## src/rtl/alu.sv

```systemverilog
// ARM datapath ALU: ADD/SUB/AND/ORR with NZCV flags.
// Define ALU_OUT_REG_EN to register the result and flags for pipelined builds.
module alu #(
   parameter int WIDTH = 32
) (
   input  logic             clk,
   input  logic             reset,
   input  logic [WIDTH-1:0] SrcA,
   input  logic [WIDTH-1:0] SrcB,
   input  logic [1:0]       ALUControl,
   output logic [WIDTH-1:0] ALUResult,
   output logic [3:0]       ALUFlags
);

   logic [WIDTH-1:0] bop;
   logic [WIDTH:0]   sum;
   logic [WIDTH-1:0] res;
   logic [3:0]       flg;
   logic             arith;

   // SUB reuses the adder as A + ~B + 1
   assign bop   = ALUControl[0] ? ~SrcB : SrcB;
   assign sum   = {1'b0, SrcA} + {1'b0, bop}
                + {{WIDTH{1'b0}}, ALUControl[0]};
   assign arith = ~ALUControl[1];

   always_comb begin
      res = '0;
      case (ALUControl)
         2'b00:   res = sum[WIDTH-1:0];
         2'b01:   res = sum[WIDTH-1:0];
         2'b10:   res = SrcA & SrcB;
         2'b11:   res = SrcA | SrcB;
         default: res = '0;
      endcase
   end

   always_comb begin
      flg    = 4'b0000;
      flg[3] = res[WIDTH-1];
      flg[2] = (res == '0);
      flg[1] = arith & sum[WIDTH];
      flg[0] = arith
             & ~(SrcA[WIDTH-1] ^ SrcB[WIDTH-1] ^ ALUControl[0])
             & (SrcA[WIDTH-1] ^ sum[WIDTH-1]);
   end

`ifdef ALU_OUT_REG_EN
   always_ff @(posedge clk or posedge reset) begin
      if (reset) begin
         ALUResult <= '0;
         ALUFlags  <= 4'b0000;
      end else begin
         ALUResult <= res;
         ALUFlags  <= flg;
      end
   end
`else
   logic unused_clkrst;
   assign unused_clkrst = clk ^ reset;

   assign ALUResult = res;
   assign ALUFlags  = flg;
`endif

endmodule

```

## config.mk

```make
export PLATFORM = sky130hd
export DESIGN_NAME = alu
export DESIGN_NICKNAME = d
export VERILOG_FILES = /design/src/rtl/alu.sv
export SDC_FILE = /design/constraint.sdc
export NUM_CORES = 1
export LEC_CHECK = 0
export CAP_MARGIN = 10
export CORE_MARGIN = 2
export CORE_UTILIZATION = 32
export DETAILED_ROUTE_END_ITERATION = 10
export SYNTH_ARGS = -nofsm -noshare
export SYNTH_HDL_FRONTEND = slang
export SYNTH_SLANG_ARGS = --single-unit
```

## constraint.sdc

```tcl
create_clock -name vclk -period 7.27
set_clock_uncertainty 0.1 [all_clocks]
set_input_delay 1.0905 -clock vclk [all_inputs]
set_output_delay 1.0905 -clock vclk [all_outputs]
set_load 0.01 [all_outputs]
```

## Word-level counts from Yosys, hierarchy flattened

Index checks and enable logic that the tools add are counted.

| cells by class | value |
|---|---|
| eq/ne operators | 3 |
| muxes and demuxes | 2 |
| add/sub/neg operators | 2 |
| bitwise gates (word level) | 11 |
| reductions and logical operators | 3 |

Operator list:

| operator | count |
|---|---|
| case mux 32 bit (3 select lines) | 1 |
| adder 32 x 32 -> 33 bit | 1 |
| adder 33 x 1 -> 33 bit | 1 |
| bitwise AND 32 bit | 1 |
| logical NOT 32 bit | 1 |
| two-way mux 32 bit | 1 |
| inverter 32 bit | 1 |
| OR 32 bit | 1 |
| == test 2 bit, second input constant | 2 |
| bitwise AND 1 bit | 3 |
| XOR 1 bit | 3 |
| == test 2 x 1 -> 1 bit, second input constant | 1 |
| logical NOT 2 bit | 1 |
| inverter 1 bit | 2 |
| OR reduction 2 bit | 1 |

| storage, ports and cells | value |
|---|---|
| input port bits | 68 |
| word-level logic and storage cells | 21 |
| output and inout bits | 36 |
| register bits after elaboration | 0 |

## Depth between registers and ports, before layout

Gate-level depths: netlist of run 1.

| logic depth | value |
|---|---|
| depth in word-level cells | 6 |
| gate-level depth with buffers | 19 |
| gate-level depth less buffers | 14 |

## Least setup slack after synthesis of run 1

No wires, ideal clock.

| timing | value |
|---|---|
| path kind | in2out |
| start point | input ALUControl[0] |
| end point | output ALUFlags[2] |
| arrival time | 5.715 ns |
| stages | 18 |
| data required time | 6.079 ns |
| path slack | 0.365 ns |
| path buffers | 5 |
| path through | clkbuf_1 > clkbuf_1 > clkbuf_1 > buf_1 > buf_1 > xor2_1 > ha_1 > a21o_1 > a31o_1 > a21o_1 > a221o_1 > a41oi_2 > mux2i_1 > o31ai_1 > nor4b_1 > nand4_1 > nor4_1 > o2111a_1 |

| between the ends | value |
|---|---|
| word-level cells in the longest chain between the ends | 5 |
| elaborated cells between the ends (all ways) | 10 |
| classes of those cells | add/sub: 2; eq/ne: 3; mux: 2; reduce/logical: 3 |

RTL lines:

| item | RTL line | RTL |
|---|---|---|
| start, declared | 10 | `input logic [1:0] ALUControl,` |
| two-way mux 32 bit | 22 | `assign bop = ALUControl[0] ? ~SrcB : SrcB;` |
| adder 32 x 32 -> 33 bit | 23 | `assign sum = {1'b0, SrcA} + {1'b0, bop}` |
| adder 33 x 1 -> 33 bit | 24 | `+ {{WIDTH{1'b0}}, ALUControl[0]};` |
| case mux 32 bit (3 select lines) * | 29 | `case (ALUControl)` |
| via ALUResult[26] | 11 | `output logic [WIDTH-1:0] ALUResult,` |
| logical NOT 32 bit * | 41 | `flg[2] = (res == '0);` |
| end, declared | 12 | `output logic [3:0] ALUFlags` |

The timed path passes the listed nets; every way through them passes the cells marked *.

## Worst setup path in the final report of run 1

| timing | value |
|---|---|
| start point | input SrcB[0] |
| end point | output ALUFlags[2] |

| between the ends | value |
|---|---|
| word-level cells in the longest chain between the ends | 6 |
| elaborated cells between the ends (all ways) | 8 |
| classes of those cells | add/sub: 2; mux: 2; bitwise: 3; reduce/logical: 1 |

RTL lines:

| item | RTL line | RTL |
|---|---|---|
| start, declared | 9 | `input logic [WIDTH-1:0] SrcB,` |
| inverter 32 bit | 22 |  |
| two-way mux 32 bit | 22 |  |
| adder 32 x 32 -> 33 bit | 23 |  |
| adder 33 x 1 -> 33 bit | 24 |  |
| case mux 32 bit (3 select lines) * | 29 |  |
| logical NOT 32 bit * | 41 |  |

Mark *: on every way between the ends. The rest lies on a longest branch, timed or not.

==> results_dict.tcl, run 1 <==
set metrics [dict create \
    outcome "complete, no violations" \
    worstPathRequired_ns 6.08 \
    tns_ns 0 \
    powerDensity_nw_per_um2 117.9 \
    whs_ns 2.865 \
    drive_gt1_frac 0.02941 \
    multi_input_area_um2 2769 \
    worst-setup-path-type "input port to output pin" \
    rsz0062_at_grt "no" \
    ant_nets 0 \
    drt-total-wl_mm 9.260 \
    grt_max_degree 48 \
    clockBufferCount 0 \
    post-synth-top-area-cell "ha_1" \
    avgSynthCellArea_um2 6.885 \
    power_w 0.0004733 \
    die_w_um 99.29 \
    holdCritPathClass "input port to output pin" \
    fin_ws_ns 0.3265 \
    overflow 0 \
    regArea_um2 0 \
    synthCells 422 \
    nFillCells 866 \
    seq_cell_count 0 \
    yosysUniqueCellTypes 57 \
    period_minus_slack_ns 6.944 \
    worstPathMaxFanout 5 \
    cts_hold_buf 0 \
    yosysSeqAreaShare 0 \
    p_leak_nw 1.680 \
    grt_pass1_wl_mm 15.08 \
    finalMaxSlewViolations 0 \
    post_cts_resized 0 \
    max_freq_ghz 0.1440 \
    gp_congestion 0.9245 \
    arrival_ns 5.75 \
    diodes 0 \
    rows 34 \
    yosys_warnings 0 \
    start_util 0.3315 \
    drtPass1Iterations 5 \
    place_ws_ns 0.3871 \
    timing.final.hold_violations 0 \
    postCtsSetupBuffers 0 \
    drt_iter0_drc 171 \
    slew_headroom 0.6292 \
    area_delta_synth_final_pct 38.20 \
    die_h_um 99.29 \
    tightest_slew_ns 0.5528 \
    wl_per_cell_um 14.98 \
    dieArea_um2 9858 \
    drc 0 \
    critPathCaptureType "output pin" \
    place.detailed.hpwl_mm 7.603 \
    vias 3442 \
    track_usage 0.1790 \
    final_cell_mix "100 x clkdlybuf4s50_1, 45 x nand2_1, 44 x a21oi_1" \
    setup_viol 0 \
    synth_top_cell_area_share 0.1507 \
    io_pins 104 \
    first_global_vias 3178 \
    synth_area_um2 2905 \
    placed_area_um2 4013 \
    io_buffer_count 102 \
    vdd_drop_max_v 0.00005536 \
    fin_crit_sh 0.9551 \
    routed_via_density 5.570 \
    synth_nets 526 \
    fin_nets 616 \
    antenna_found_initial 0 \
    final_common_cell "clkdlybuf4s50_1" \
    crit_path_start_kind "input port" \
    synth.area.top_cells "ha_1 15%, xor2_1 13%, maj3_1 9.3%" \
    postLayoutCellArea_um2 4015 \
    drv_cap 0 \
    coreArea_um2 8763 \
]
[power breakdown]
part | switching (W) | internal (W)
Sequential | 0 | 0
Combinational | 0.000245 | 0.000228
Clock | 0 | 0
Total | 0.000245 | 0.000228
[worst max-delay path: stages]
cell and delay (ns):
clkdlybuf4s50_1 0.53, mux2i_1 0.33, fa_1 0.28, nor2b_1 0.08, o311ai_2 0.42, nand3_1 0.12
nor3b_1 0.18, nor4_1 0.38, o2111ai_1 0.24, nor4_1 0.36, nor4b_1 0.44, nand4_1 0.22
nor4_1 0.32, o2111a_1 0.24, clkdlybuf4s50_1 0.53
[path summary, 6_finish.rpt]
check / from / slack, ns / endpoint / cells past startpoint
max: SrcB[0] / 0.33 / ALUFlags[2] / 15
min: ALUControl[1] / 2.87 / ALUResult[3] / 3
[kinds of logic (layout without fill, tap and decap cells)]
group,after synthesis,count (layout),share of synthesized area
AO/OA/AOI/OAI,151,151,0.3385
adder cells (fa/ha/maj),63,63,0.2506
multiplexers,5,5,0.01809
buffers and inverters,35,123,0.04694
XOR/XNOR,56,56,0.1688
AND/OR/NAND/NOR,112,112,0.1770
[cells in the mapped netlist, types with 2 or more instances]
library cell	count
o31ai_1	6
a211oi_1	5
a31o_2	2
maj3_1	27
nand2_1	45
a221oi_1	3
mux2_2	2
a31oi_1	3
o211ai_1	5
o2111ai_1	2
o21ai_1	10
xor2_1	43
inv_1	15
o22ai_1	2
o211a_1	2
xnor2_1	13
o21bai_1	4
a21o_1	16
nor3_1	4
clkbuf_1	14
or2_1	2
a211o_1	2
ha_1	35
buf_1	3
a21oi_1	44
nor2_1	27
and3_1	4
nor2b_1	5
o21ai_0	25
mux2i_1	3
o21a_1	8
nand4_1	6
nand3_1	6
nor4_1	6
[metrics by stage]
step | util | cells
after floorplan | - | 422
after global placement | 0.4579 | 618
after detailed placement | 0.4579 | 618
after CTS | 0.4579 | 618
after global routing | 0.4582 | 618
final | 0.4582 | 618
[per-layer routing]
metal	track usage	vias up	part of all wire
met5	0	-	0
met4	0.02424	0	0.013
met3	0.01265	10	0.057
met2	0.2952	119	0.45
met1	0.2615	1568	0.48
li1	-	1745	-
[cell type report]
cell class	instances	share of cell area
Tap cell	108	0.03366
Timing Repair Buffer	107	0.2618
Inverter	16	0.01496
Multi-Input combinational cell	387	0.6896
Note: power is estimated with default switching activity, not from simulation.
==> inputs of run 2 (changes only) <==
ABC_AREA = 0   (was default)
CORE_MARGIN = 5   (was 2)
CORE_UTILIZATION = 48   (was 32)
PLACE_DENSITY = 0.85   (was default)
==> run 2 against run 1 <==
  * Sequential share of layout area unchanged
  * Wire length is 3.7% higher
  * Via count is 3.6% higher
  * Design area down 1.1%
  * Die area decreased by 22%
  * Worst hold slack improved by 0.18 ns
  * Non-clock buffer count stayed put
  * Worst setup slack improved by 0.10 ns
  * Critical path type unchanged
  * Highest routed layer unchanged
==> results_dict.tcl, run 2 (synthesis gave the netlist of run 1 again) <==
set metrics [dict create \
    outcome "complete, no violations" \
    crit_chain "clkdlybuf4s50_1 -> mux2i_1 -> fa_1 -> nor2b_1 -> o311ai_2 -> nand2_1 -> a221o_1 -> a41oi_2 -> mux2i_1 -> o31ai_1 -> nor4b_1 -> nand4_1 -> nor4_1 -> o2111a_1 -> clkdlybuf4s50_1" \
    tightest_slew_ns 0.6666 \
    slowest_delay_ns 0.53 \
    first_global_vias 3449 \
    crit_end "ALUFlags[2]" \
    critPathSlowestCell "clkdlybuf4s50_1" \
    seq_cell_count 0 \
    io_buffer_count 102 \
    post_cts_resized 0 \
    place.detailed.hpwl_mm 7.915 \
    grt_pass1_wl_mm 15.61 \
    drv_cap 0 \
    coreArea_um2 5921 \
    vias 3566 \
    finalMaxSlewViolations 0 \
    rows 28 \
    fin_ws_ns 0.4265 \
    period_minus_slack_ns 6.844 \
    die_w_um 87.80 \
    overflow 0 \
    wl_met3_um 653 \
    critPathCaptureType "output pin" \
    drive_gt1_frac 0.02941 \
    ant_nets 0 \
    slew_headroom 0.5556 \
    final_common_cell "clkdlybuf4s50_1" \
    path_buf_inv 2 \
    cts_hold_buf 0 \
    drt_iter0_drc 291 \
    wl_per_cell_um 16.41 \
    dp_cells 585 \
    crit_path_start_kind "input port" \
    regArea_um2 0 \
    power_w 0.0004777 \
    met2_wirelength_mm 4.444 \
    place_ws_ns 0.4576 \
    drtPass1Iterations 5 \
    final_cells 585 \
    setup_viol 0 \
    track_usage 0.2392 \
    clockBufferCount 0 \
    worstPathRequired_ns 6.08 \
    start_util 0.4907 \
    final_cell_mix "100 x clkdlybuf4s50_1, 45 x nand2_1, 44 x a21oi_1" \
    gp_congestion 0.9776 \
    drc 0 \
    whs_ns 3.041 \
    grt_max_degree 32 \
    postCtsSetupBuffers 0 \
    met1Wirelength_mm 4.361 \
    fin_crit_sh 0.9413 \
    worstPathMaxFanout 5 \
    diodes 0 \
    routed_via_density 6.096 \
    holdCritPathClass "input port to output pin" \
    vdd_drop_max_v 0.00006180 \
    tns_ns 0 \
    die_h_um 87.80 \
    drt-total-wl_mm 9.600 \
    p_leak_nw 1.680 \
    startpoint "SrcB[0]" \
    arrival_ns 5.65 \
    antenna_found_initial 0 \
    area_delta_synth_final_pct 36.69 \
    max_freq_ghz 0.1461 \
    timing.final.hold_violations 0 \
    crit_family "compound AO/OA/AOI/OAI gates" \
    io_pins 104 \
    path_depth 15 \
    fin_nets 616 \
    rsz0062_at_grt "no" \
    dieArea_um2 7709 \
    powerDensity_nw_per_um2 120.3 \
    worst-setup-path-type "input port to output pin" \
    highest_layer "met4" \
]
run 2: changes by cell type in the layout (fill, tap and decap cells not counted):
cell	before	now
buf_2	1	2
clkbuf_4	1	0
run 2: worst min-delay path, cell delays in order:
cell             delay [ns]
buf_2                  0.27
nand2_1                0.12
o21ai_1                0.08
clkdlybuf4s50_1        0.48
run 2: final cells by class:
| type | instances | area (um2) |
|---|---|---|
| Tap cell | 75 | 93.84 |
| Inverter | 16 | 60.06 |
| Fill cell | 523 | 1949 |
| Multi-Input combinational cell | 387 | 2769 |
| Timing Repair Buffer | 107 | 1049 |
run 2: stage by stage:
stage,area (um2),util
finish,3971,0.6708
global route,3971,0.6708
CTS,3971,0.6708
detailed placement,3971,0.6708
global placement,3971,0.6708
floorplan,2905,-
run 2: metal layers:
metal  global-route usage  up-vias
met1               0.3402     1655
met2               0.4027      147
met5                    0        -
met4              0.03766        0
met3              0.01411       12
li1                     -     1752
run 2: worst min-delay path by stage:
| stage | startpoint | to | slack, ns | depth (start not counted) |
|---|---|---|---|---|
| global placement | ALUControl[1] | ALUResult[24] | 3.02 | 4 |
| global route | ALUControl[1] | ALUResult[24] | 3.10 | 4 |
| detailed placement | ALUControl[1] | ALUResult[24] | 3.03 | 4 |
| CTS | ALUControl[1] | ALUResult[24] | 3.04 | 4 |
| finish | ALUControl[1] | ALUResult[24] | 3.04 | 4 |
| floorplan | SrcA[0] | ALUResult[0] | 2.19 | 1 |
run 2: power breakdown:
part | internal [W] | switching, W | leakage, nW
logic | 0.000228 | 0.000249 | 1.68
clock network | 0 | 0 | 0
registers | 0 | 0 | 0
